$ cat src/rtl/hellorld_pkg.sv
// rtl/hellorld_pkg.sv - shared types, message length and message ROM for the hellorld transmitter
//
// Contents:
//   tx_state_t  - serial frame states (IDLE/START/DATA/STOP/GAP)
//   seq_state_t - message sequencer states
//   MSG_LEN     - bytes in the message ROM
//   MSG_ROM     - "Hellorld!\r\n", element 0 sent first
//   msg_byte()  - ROM lookup returning 0x00 outside the message
package hellorld_pkg;

  typedef enum logic [2:0] {
    IDLE,
    START,
    DATA,
    STOP,
    GAP
  } tx_state_t;

  typedef enum logic [1:0] {
    SEQ_IDLE,
    SEQ_SEND,
    SEQ_GAP
  } seq_state_t;

  localparam int MSG_LEN = 11;
  localparam int IDX_W   = 4;

  // Packed so that MSG_ROM[0] is 'H': the last element of the concatenation is index 0.
  localparam logic [MSG_LEN-1:0][7:0] MSG_ROM = {
    8'h0A, 8'h0D, 8'h21, 8'h64, 8'h6C, 8'h72,
    8'h6F, 8'h6C, 8'h6C, 8'h65, 8'h48
  };

  function automatic logic [7:0] msg_byte(input logic [IDX_W-1:0] idx);
    logic [7:0] b;
    b = 8'h00;
    for (int i = 0; i < MSG_LEN; i++) begin
      if (idx == IDX_W'(i)) b = MSG_ROM[i];
    end
    return b;
  endfunction

endpackage

$ cat src/rtl/uart_tx_8n1.sv
// rtl/uart_tx_8n1.sv - 8N1 serial transmitter, LSB first, fixed bit period
//
// Ports:
//   clk, rst   - clock, asynchronous active-high reset
//   data[7:0]  - byte to send, taken when valid && ready
//   valid      - byte offered
//   ready      - idle, or last cycle of the stop bit (allows back-to-back frames)
//   txd        - registered serial output, idle high
module uart_tx_8n1
  import hellorld_pkg::*;
#(
  parameter int CLKS_PER_BIT = 5
) (
  input  logic       clk,
  input  logic       rst,
  input  logic [7:0] data,
  input  logic       valid,
  output logic       ready,
  output logic       txd
);

  localparam logic [7:0] BAUD_LAST = 8'(CLKS_PER_BIT - 1);

  tx_state_t  state_q, state_d;
  logic [7:0] baud_q, baud_d;
  logic [2:0] bit_q, bit_d;
  logic [7:0] shift_q, shift_d;
  logic       txd_q, txd_d;
  logic       bit_end;

  assign bit_end = (baud_q == BAUD_LAST);
  assign ready   = (state_q == IDLE) || ((state_q == STOP) && bit_end);
  assign txd     = txd_q;

  always_ff @(posedge clk or posedge rst) begin
    if (rst) begin
      state_q <= IDLE;
      baud_q  <= 8'd0;
      bit_q   <= 3'd0;
      shift_q <= 8'd0;
      txd_q   <= 1'b1;
    end else begin
      state_q <= state_d;
      baud_q  <= baud_d;
      bit_q   <= bit_d;
      shift_q <= shift_d;
      txd_q   <= txd_d;
    end
  end

  always_comb begin
    state_d = state_q;
    baud_d  = 8'd0;
    bit_d   = bit_q;
    shift_d = shift_q;
    txd_d   = txd_q;

    if (state_q != IDLE) baud_d = bit_end ? 8'd0 : baud_q + 8'd1;

    case (state_q)
      START: begin
        if (bit_end) begin
          state_d = DATA;
          bit_d   = 3'd0;
          txd_d   = shift_q[0];
        end
      end
      DATA: begin
        if (bit_end) begin
          if (bit_q == 3'd7) begin
            state_d = STOP;
            txd_d   = 1'b1;
          end else begin
            // shift_q[0] is the bit on the line; the next one is shift_q[1].
            bit_d   = bit_q + 3'd1;
            shift_d = {1'b0, shift_q[7:1]};
            txd_d   = shift_q[1];
          end
        end
      end
      STOP: begin
        if (bit_end) begin
          state_d = IDLE;
          txd_d   = 1'b1;
        end
      end
      default: ;
    endcase

    // A byte accepted on the final stop cycle starts its start bit on the next cycle.
    if (valid && ready) begin
      state_d = START;
      shift_d = data;
      baud_d  = 8'd0;
      bit_d   = 3'd0;
      txd_d   = 1'b0;
    end
  end

endmodule

$ cat src/rtl/hellorld_msg_tx.sv
// rtl/hellorld_msg_tx.sv - repeating "Hellorld!\r\n" 8N1 message source for the UART TXD pin
//
// Ports:
//   clk, rst        - clock, asynchronous active-high reset
//   en              - run enable, looked at only between messages
//   txd             - serial data, idle high
//   busy            - frame or inter-message gap in progress
//   char_strobe     - one-cycle pulse on the first start-bit cycle of each byte
//   msg_done        - one-cycle pulse as the stop bit of the last byte completes
//   msg_count[7:0]  - completed messages since reset, wraps
module hellorld_msg_tx
  import hellorld_pkg::*;
#(
  parameter int CLKS_PER_BIT = 5,
  parameter int GAP_BITS     = 0
) (
  input  logic       clk,
  input  logic       rst,
  input  logic       en,
  output logic       txd,
  output logic       busy,
  output logic       char_strobe,
  output logic       msg_done,
  output logic [7:0] msg_count
);

  localparam int               GAP_CYCLES = GAP_BITS * CLKS_PER_BIT;
  localparam logic [15:0]      GAP_LAST   = 16'(GAP_CYCLES - 1);
  localparam logic [IDX_W-1:0] IDX_LAST   = IDX_W'(MSG_LEN - 1);

  seq_state_t       state_q, state_d;
  logic [IDX_W-1:0] idx_q, idx_d;
  logic [15:0]      gap_q, gap_d;
  logic [7:0]       count_q, count_d;
  logic             strobe_q, strobe_d;
  logic             done_q, done_d;
  logic             busy_q, busy_d;
  logic             tx_valid, tx_ready;
  logic [7:0]       tx_data;

  uart_tx_8n1 #(
    .CLKS_PER_BIT(CLKS_PER_BIT)
  ) u_tx (
    .clk  (clk),
    .rst  (rst),
    .data (tx_data),
    .valid(tx_valid),
    .ready(tx_ready),
    .txd  (txd)
  );

  assign busy        = busy_q;
  assign char_strobe = strobe_q;
  assign msg_done    = done_q;
  assign msg_count   = count_q;

  always_ff @(posedge clk or posedge rst) begin
    if (rst) begin
      state_q  <= SEQ_IDLE;
      idx_q    <= '0;
      gap_q    <= 16'd0;
      count_q  <= 8'd0;
      strobe_q <= 1'b0;
      done_q   <= 1'b0;
      busy_q   <= 1'b0;
    end else begin
      state_q  <= state_d;
      idx_q    <= idx_d;
      gap_q    <= gap_d;
      count_q  <= count_d;
      strobe_q <= strobe_d;
      done_q   <= done_d;
      busy_q   <= busy_d;
    end
  end

  always_comb begin
    state_d  = state_q;
    idx_d    = idx_q;
    gap_d    = gap_q;
    count_d  = count_q;
    done_d   = 1'b0;
    tx_valid = 1'b0;
    tx_data  = msg_byte(idx_q);

    case (state_q)
      SEQ_IDLE: begin
        if (en) begin
          tx_valid = 1'b1;
          tx_data  = msg_byte('0);
          idx_d    = '0;
          state_d  = SEQ_SEND;
        end
      end
      SEQ_SEND: begin
        // While sending, ready only rises on the final stop cycle of the current byte.
        if (tx_ready) begin
          if (idx_q != IDX_LAST) begin
            tx_valid = 1'b1;
            tx_data  = msg_byte(idx_q + 4'd1);
            idx_d    = idx_q + 4'd1;
          end else begin
            done_d  = 1'b1;
            count_d = count_q + 8'd1;
            idx_d   = '0;
            if (GAP_BITS > 0) begin
              state_d = SEQ_GAP;
              gap_d   = 16'd0;
            end else if (en) begin
              tx_valid = 1'b1;
              tx_data  = msg_byte('0);
            end else begin
              state_d = SEQ_IDLE;
            end
          end
        end
      end
      SEQ_GAP: begin
        if (gap_q == GAP_LAST) begin
          if (en) begin
            tx_valid = 1'b1;
            tx_data  = msg_byte('0);
            state_d  = SEQ_SEND;
          end else begin
            state_d = SEQ_IDLE;
          end
        end else begin
          gap_d = gap_q + 16'd1;
        end
      end
      default: state_d = SEQ_IDLE;
    endcase

    strobe_d = tx_valid && tx_ready;
    busy_d   = (state_d != SEQ_IDLE);
  end

endmodule

$ cat config.mk
export PLATFORM = sky130hd
export DESIGN_NAME = hellorld_msg_tx
export DESIGN_NICKNAME = d
export VERILOG_FILES = /design/src/rtl/hellorld_pkg.sv /design/src/rtl/uart_tx_8n1.sv /design/src/rtl/hellorld_msg_tx.sv
export SDC_FILE = /design/constraint.sdc
export NUM_CORES = 1
export LEC_CHECK = 0
export BUFFER_PORTS_ARGS = -buffer_cell sky130_fd_sc_hd__buf_2
export CAP_MARGIN = 10
export CORE_UTILIZATION = 60
export DETAILED_ROUTE_END_ITERATION = 8
export GPL_TIMING_DRIVEN = 1
export PLACE_DENSITY_LB_ADDON = 0.08
export SLEW_MARGIN = 10
export SYNTH_ARGS = -nofsm -noshare
export SYNTH_HDL_FRONTEND = slang
export SYNTH_HIERARCHICAL = 1
export SYNTH_SLANG_ARGS = --single-unit
$ cat constraint.sdc
create_clock -name clk -period 3.49 [get_ports clk]
set_input_delay 0.1745 -clock clk [delete_from_list [all_inputs] [get_ports clk]]
set_output_delay 0.1745 -clock clk [all_outputs]
set_load 0.01 [all_outputs]
---- Yosys cells after proc, flatten, opt, wreduce, memory -nomap -nowiden ----
Cells that the tools add are included.
W data, S select, Z words.
word-level totals
  flip-flop bits (word level) ............. 56
  input bits .............................. 3
  output and inout port bits .............. 12
operators by class
  add/sub/neg operators ................... 5
  equal/unequal tests ..................... 37
  muxes and demuxes ....................... 69
  bitwise operators ....................... 2
  reductions and logical operators ........ 21
operators by type and width
  kind                     count
  $mux W8                  31
  $eq A4 B3 Y1 const B     8
  $eq A4 B4 Y1 const B     6
  $mux W3                  8
  $pmux W8 S3              1
  $add A16 B1 Y16 const B  1
  $add A8 B1 Y8 const B    2
  $eq A16 B16 Y1 const B   1
  $eq A4 B2 Y1 const B     4
  $mux W7                  2
  $mux W1                  13
  $mux W4                  3
  $ne A3 B2 Y1 const B     4
  $mux W2                  5
  $pmux W3 S3              1
  $reduce_and A3 Y1        3
  $eq A4 B1 Y1 const B     2
  $eq A8 B3 Y1 const B     1
  $logic_not A4 Y1         2
  $pmux W4 S2              1
  $reduce_and A4 Y1        2
  $reduce_bool A2 Y1       4
  $eq A3 B2 Y1 const B     2
  $pmux W1 S3              2
  other kinds (21)         25

---- Logic depth before layout (Yosys ltp) ----
  word-level depth ........................ 17
  depth in mapped cells ................... 13
  depth with buffers taken out ............ 11

---- Modules after synthesis ----
Netlist, hierarchy kept.
by module, submodules not included
  module           times used  cells an instance  area an instance (um2)
  hellorld_msg_tx  1           191                1,846.8
  uart_tx_8n1      1           122                1,242.4

---- Worst setup path after synthesis ----
No wires, ideal clock.
  path type ............................... reg2reg
  from .................................... register u_tx.baud_q[0]
  to ...................................... register u_tx.state_q[0]
  data arrival time ....................... 2,600 ps
  setup slack ............................. 750 ps
  stages on the path, launching flop included .. 14
  cells stage by stage .................... dfrtp_1 > inv_1 > ha_1 > nor3b_2 > a31o_2 > buf_2 > inv_1 > o21ai_0 > o221a_1 > buf_4 > clkbuf_1 > a211oi_1 > a2111oi_0 > a211oi_1
between the ends
  cells in the longest elaborated chain, start to end .. 8
RTL lines
  what                                                          line                   source
  start, declared                                               uart_tx_8n1.sv:25      logic [7:0] baud_q, baud_d;
  start signal, assigned                                        uart_tx_8n1.sv:44      baud_q <= baud_d;
  $eq A8 B3 Y1 (*)                                              uart_tx_8n1.sv:31      assign bit_end = (baud_q == BAUD_LAST);
  $logic_and A1 B1 Y1 (*)                                       uart_tx_8n1.sv:32      assign ready = (state_q == IDLE) || ((state_q == STOP) && bit_end);
  $logic_or A1 B1 Y1 (*)                                        uart_tx_8n1.sv:32
  via tx_ready                                                  hellorld_msg_tx.sv:38  logic tx_valid, tx_ready;
  $mux W1 (*)                                                   hellorld_msg_tx.sv:97  if (tx_ready) begin
  $pmux W1 S3 (*)                                               hellorld_msg_tx.sv:86  case (state_q)
  via tx_valid                                                  hellorld_msg_tx.sv:38
  $logic_and A1 B1 Y1 (*)                                       uart_tx_8n1.sv:91      if (valid && ready) begin
  $ne A3 B2 Y1 (no line) or $reduce_bool A4 Y1 (tied branches)  -
  $reduce_and A5 Y1 (no line)                                   -
  end signal, assigned                                          uart_tx_8n1.sv:43      state_q <= state_d;
  end, declared                                                 uart_tx_8n1.sv:24      tx_state_t state_q, state_d;
The timed path passes the listed nets; every way through them passes the cells marked *.
A chain may end at the register's enable or synchronous reset.

---- Worst setup path after layout ----
  from .................................... register u_tx.baud_q[0]
  to ...................................... register u_tx.state_q[1]
between the ends
  cells in the longest elaborated chain, start to end .. 8
RTL lines
  what                                                          line
  $eq A8 B3 Y1 (*)                                              uart_tx_8n1.sv:31
  $logic_and A1 B1 Y1 (*)                                       uart_tx_8n1.sv:32
  $logic_or A1 B1 Y1 (*)                                        uart_tx_8n1.sv:32
  via tx_ready                                                  hellorld_msg_tx.sv:38
  $mux W1                                                       hellorld_msg_tx.sv:97
  $pmux W1 S3                                                   hellorld_msg_tx.sv:86
  $logic_and A1 B1 Y1 (*)                                       uart_tx_8n1.sv:91
  $ne A3 B2 Y1 (no line) or $reduce_bool A4 Y1 (tied branches)  -
  $reduce_and A5 Y1 (no line)                                   -
Marks and branches as above.

==> qor.yml <==
clock_network:
  clockRootBuffer: "clkbuf_8"
  clock-sinks: 55
  clk_latency_ps: 300
  numCtsBuffers: 5
  cts_resized: 0
  clockBufferDepth: 2
  path_clk_slew_ps: 90
  htree_levels: 2
  cts_setup_buffers: 0
  cts_tree: "done"
  postCtsHoldBufs: 0
pwr:
  powerDensity_nw_per_um2: 327
  power.total_mw: 1.07
  p_leak_nw: 1.56
  ir_drop_uv: 185
setup_path:
  reg2reg_depth: 11
  cp_data_arrival_time_ps: 3090
  cp_max_fo: 19
  cp_slowest_cell: "a221oi_1"
  cpPeakStageDelay_ps: 670
  r2r_end: "u_tx/state_q[1]$_DFFE_PP0P_"
  cp-end-kind: "register"
  r2r_slack_ps: 600
  cpMostUsedCell: "inv_1"
  path_class: "register to register"
  worstPathRequired_ps: 3690
  worstReg2RegStart: "u_tx/baud_q[0]$_DFF_PP0_"
  path_cells: "inv_1 > ha_1 > nor3b_2 > a31o_2 > inv_1 > o21ai_0 > o221a_1 > buf_4 > a221oi_1 > o21bai_1 > a22o_1"
  crit_buf_inv: 3
  cp_top_family: "compound AO/OA/AOI/OAI gates"
  startpoint: "u_tx/baud_q[0]$_DFF_PP0_"
  start_kind: "register"
yosys:
  syn_nets: 326
  synth_top_area_share_pct: 43.7
  yosysWarnings: 6
  synth_edf_count: 0
  postSynth.asyncResetShare_pct: 100
  yosysMostFrequentCell: "dfrtp_1"
  yosys-top-cells-count: "dfrtp_1, nand2_1, nand3_1"
  netlist_instances: 313
  synth-seq-cells: 55
  avgSynthCellArea_um2: 9.87
  seq_area_frac_synth_pct: 44.6
  synth-main-ff-cell: "dfrtp_1"
  yosysUniqueCellTypes: 58
  synth_area_leaders: "dfrtp_1, xnor2_1, ha_1, nand3_1, o21ai_0"
  synth.largest_area_cell: "dfrtp_1"
  netlist_area_um2: 3090
drt:
  drc: 0
  wl_per_cell_um: 14.3
  via_count: 2258
  ant_nets: 0
  routed_wl_um: 5570
  dr.pass1.iters: 4
  drt_iter0_markers: 93
  vias_per_cell: 5.80
layout:
  num_antenna_cells: 0
  syn_to_final_growth_pct: 5.91
  drive_above_1_share_pct: 14.0
  final_cells: 389
  final_nets: 334
status:
  status: "finished clean"
floorplanning:
  initial_core_util_pct: 63.7
  ioPinCount: 15
  dieArea_um2: 5440
  core-area_um2: 4850
  rows: 25
  die_y_um: 73.8
  die_x_um: 73.8
global_route:
  grt_usage_pct: 22.9
  grt_pass1_wl_um: 9580
  globalRouteMet3Util_pct: 3.98
  grtUsageMet1_pct: 30.3
  grt_max_degree: 27
  grt_use_met2_pct: 39.1
  gr-total-overflow: 0
  antenna_found_initial: 0
  top_usage_layer: "met2"
  grt_pass1_vias: 2107
timing:
  finalCritPeriodShare_pct: 82.8
  setup_viol: 0
  fin_tns_setup_ps: 0
  finalHoldViolations: 0
  fin_skew_ps: 4.12
  fmax_mhz: 346
  tightest_slew_ps: 940
  slew_viol_final: 0
  rsz0062_at_grt: "false"
  period_needed_ps: 2890
  whs_ps: 33.6
  slew_headroom_pct: 37.2
placed_design:
  portBuffers: 14
  place_congestion: 0.810
  dp.cells: 381
  dp_hpwl_um: 3990
min_path:
  min_path_type: "input port to async pin"
flow_run:
  drv_cap: 0
[per-layer routing]
layer	up-vias	wire, um	share of wire [%]
li1	1119	-	-
met1	1098	2610	47
met2	33	2740	49
met3	8	160	2.9
met4	0	65	1.2
met5	-	0	0
[worst register-to-register path: stages, from the launching register on]
cell and delay (ps):
dfrtp_1 430, inv_1 70, ha_1 200, nor3b_2 200
a31o_2 360, inv_1 70, o21ai_0 70, o221a_1 120
buf_4 190, a221oi_1 670, o21bai_1 190, a22o_1 220
[cell type report]
type                    instances  area, um2
inverters                      11       41.3
flip-flops and latches         55       1380
fillers                       395       1580
multi-input cells             232       1600
well taps                      67       83.8
clock buffers                   6       72.6
repair buffers                 16       85.1
clock inverters                 2       12.5
[cells by family (layout without fill, tap and decap cells)]
group	Yosys count	after routing	synth area share, %
flip-flops	55	55	44.6
adder cells (fa/ha/maj)	10	10	4.05
AND/OR/NAND/NOR	118	118	22.2
buffers and inverters	26	35	3.65
XOR/XNOR	29	29	8.22
AO/OA/AOI/OAI	63	63	13.2
multiplexers	11	11	3.97
other	1	1	0.121
[layout by cell type (no fill, tap or decap), types with 9 or more instances in the layout]
cell / count
dfrtp_1: 54
nand2_1: 26
nand3_1: 22
nor2_1: 21
o21ai_0: 21
xnor2_1: 20
buf_2: 14
a21oi_1: 12
nand4_1: 10
inv_1: 10
ha_1: 10
xor2_1: 9
[flip-flops by register name, indices dropped and copies added, names as in the netlist, 2 cells and up]
signal,flops
gap_q,16
msg_count,8
u_tx/baud_q,8
u_tx/shift_q,8
idx_q,4
u_tx/bit_q,3
state_q,2
u_tx/state_q,2
[through the flow]
| stage | instance area [um2] | setup WS (ps) | utilization (%) |
|---|---|---|---|
| floorplan | 3090 | 750 | - |
| global placement | 3190 | 794 | 65.7 |
| detailed placement | 3190 | 643 | 65.7 |
| CTS | 3270 | 629 | 67.5 |
| global route | 3270 | 358 | 67.5 |
| finish | 3270 | 599 | 67.5 |
[worst max path at each step]
stage                     slack, ps                          end  depth (start not counted)
final                           600  u_tx/state_q[1]$_DFFE_PP0P_                         11
after global placement          790  u_tx/state_q[0]$_DFFE_PP0P_                         11
after global routing            360  u_tx/state_q[0]$_DFFE_PP0P_                         11
after CTS                       630  u_tx/state_q[1]$_DFFE_PP0P_                         11
after floorplan                 750  u_tx/state_q[0]$_DFFE_PP0P_                         13
after detailed placement        640  u_tx/state_q[1]$_DFFE_PP0P_                         11
[power breakdown]
part	total [mW]	internal, mW	leakage (nW)	switching [mW]
clock	0.341	0.141	0.0412	0.200
sequential	0.654	0.642	0.712	0.0120
combinational	0.0743	0.0291	0.808	0.0451
total	1.07	0.811	1.56	0.257
No activity file was read; power rests on OpenSTA's default activity.
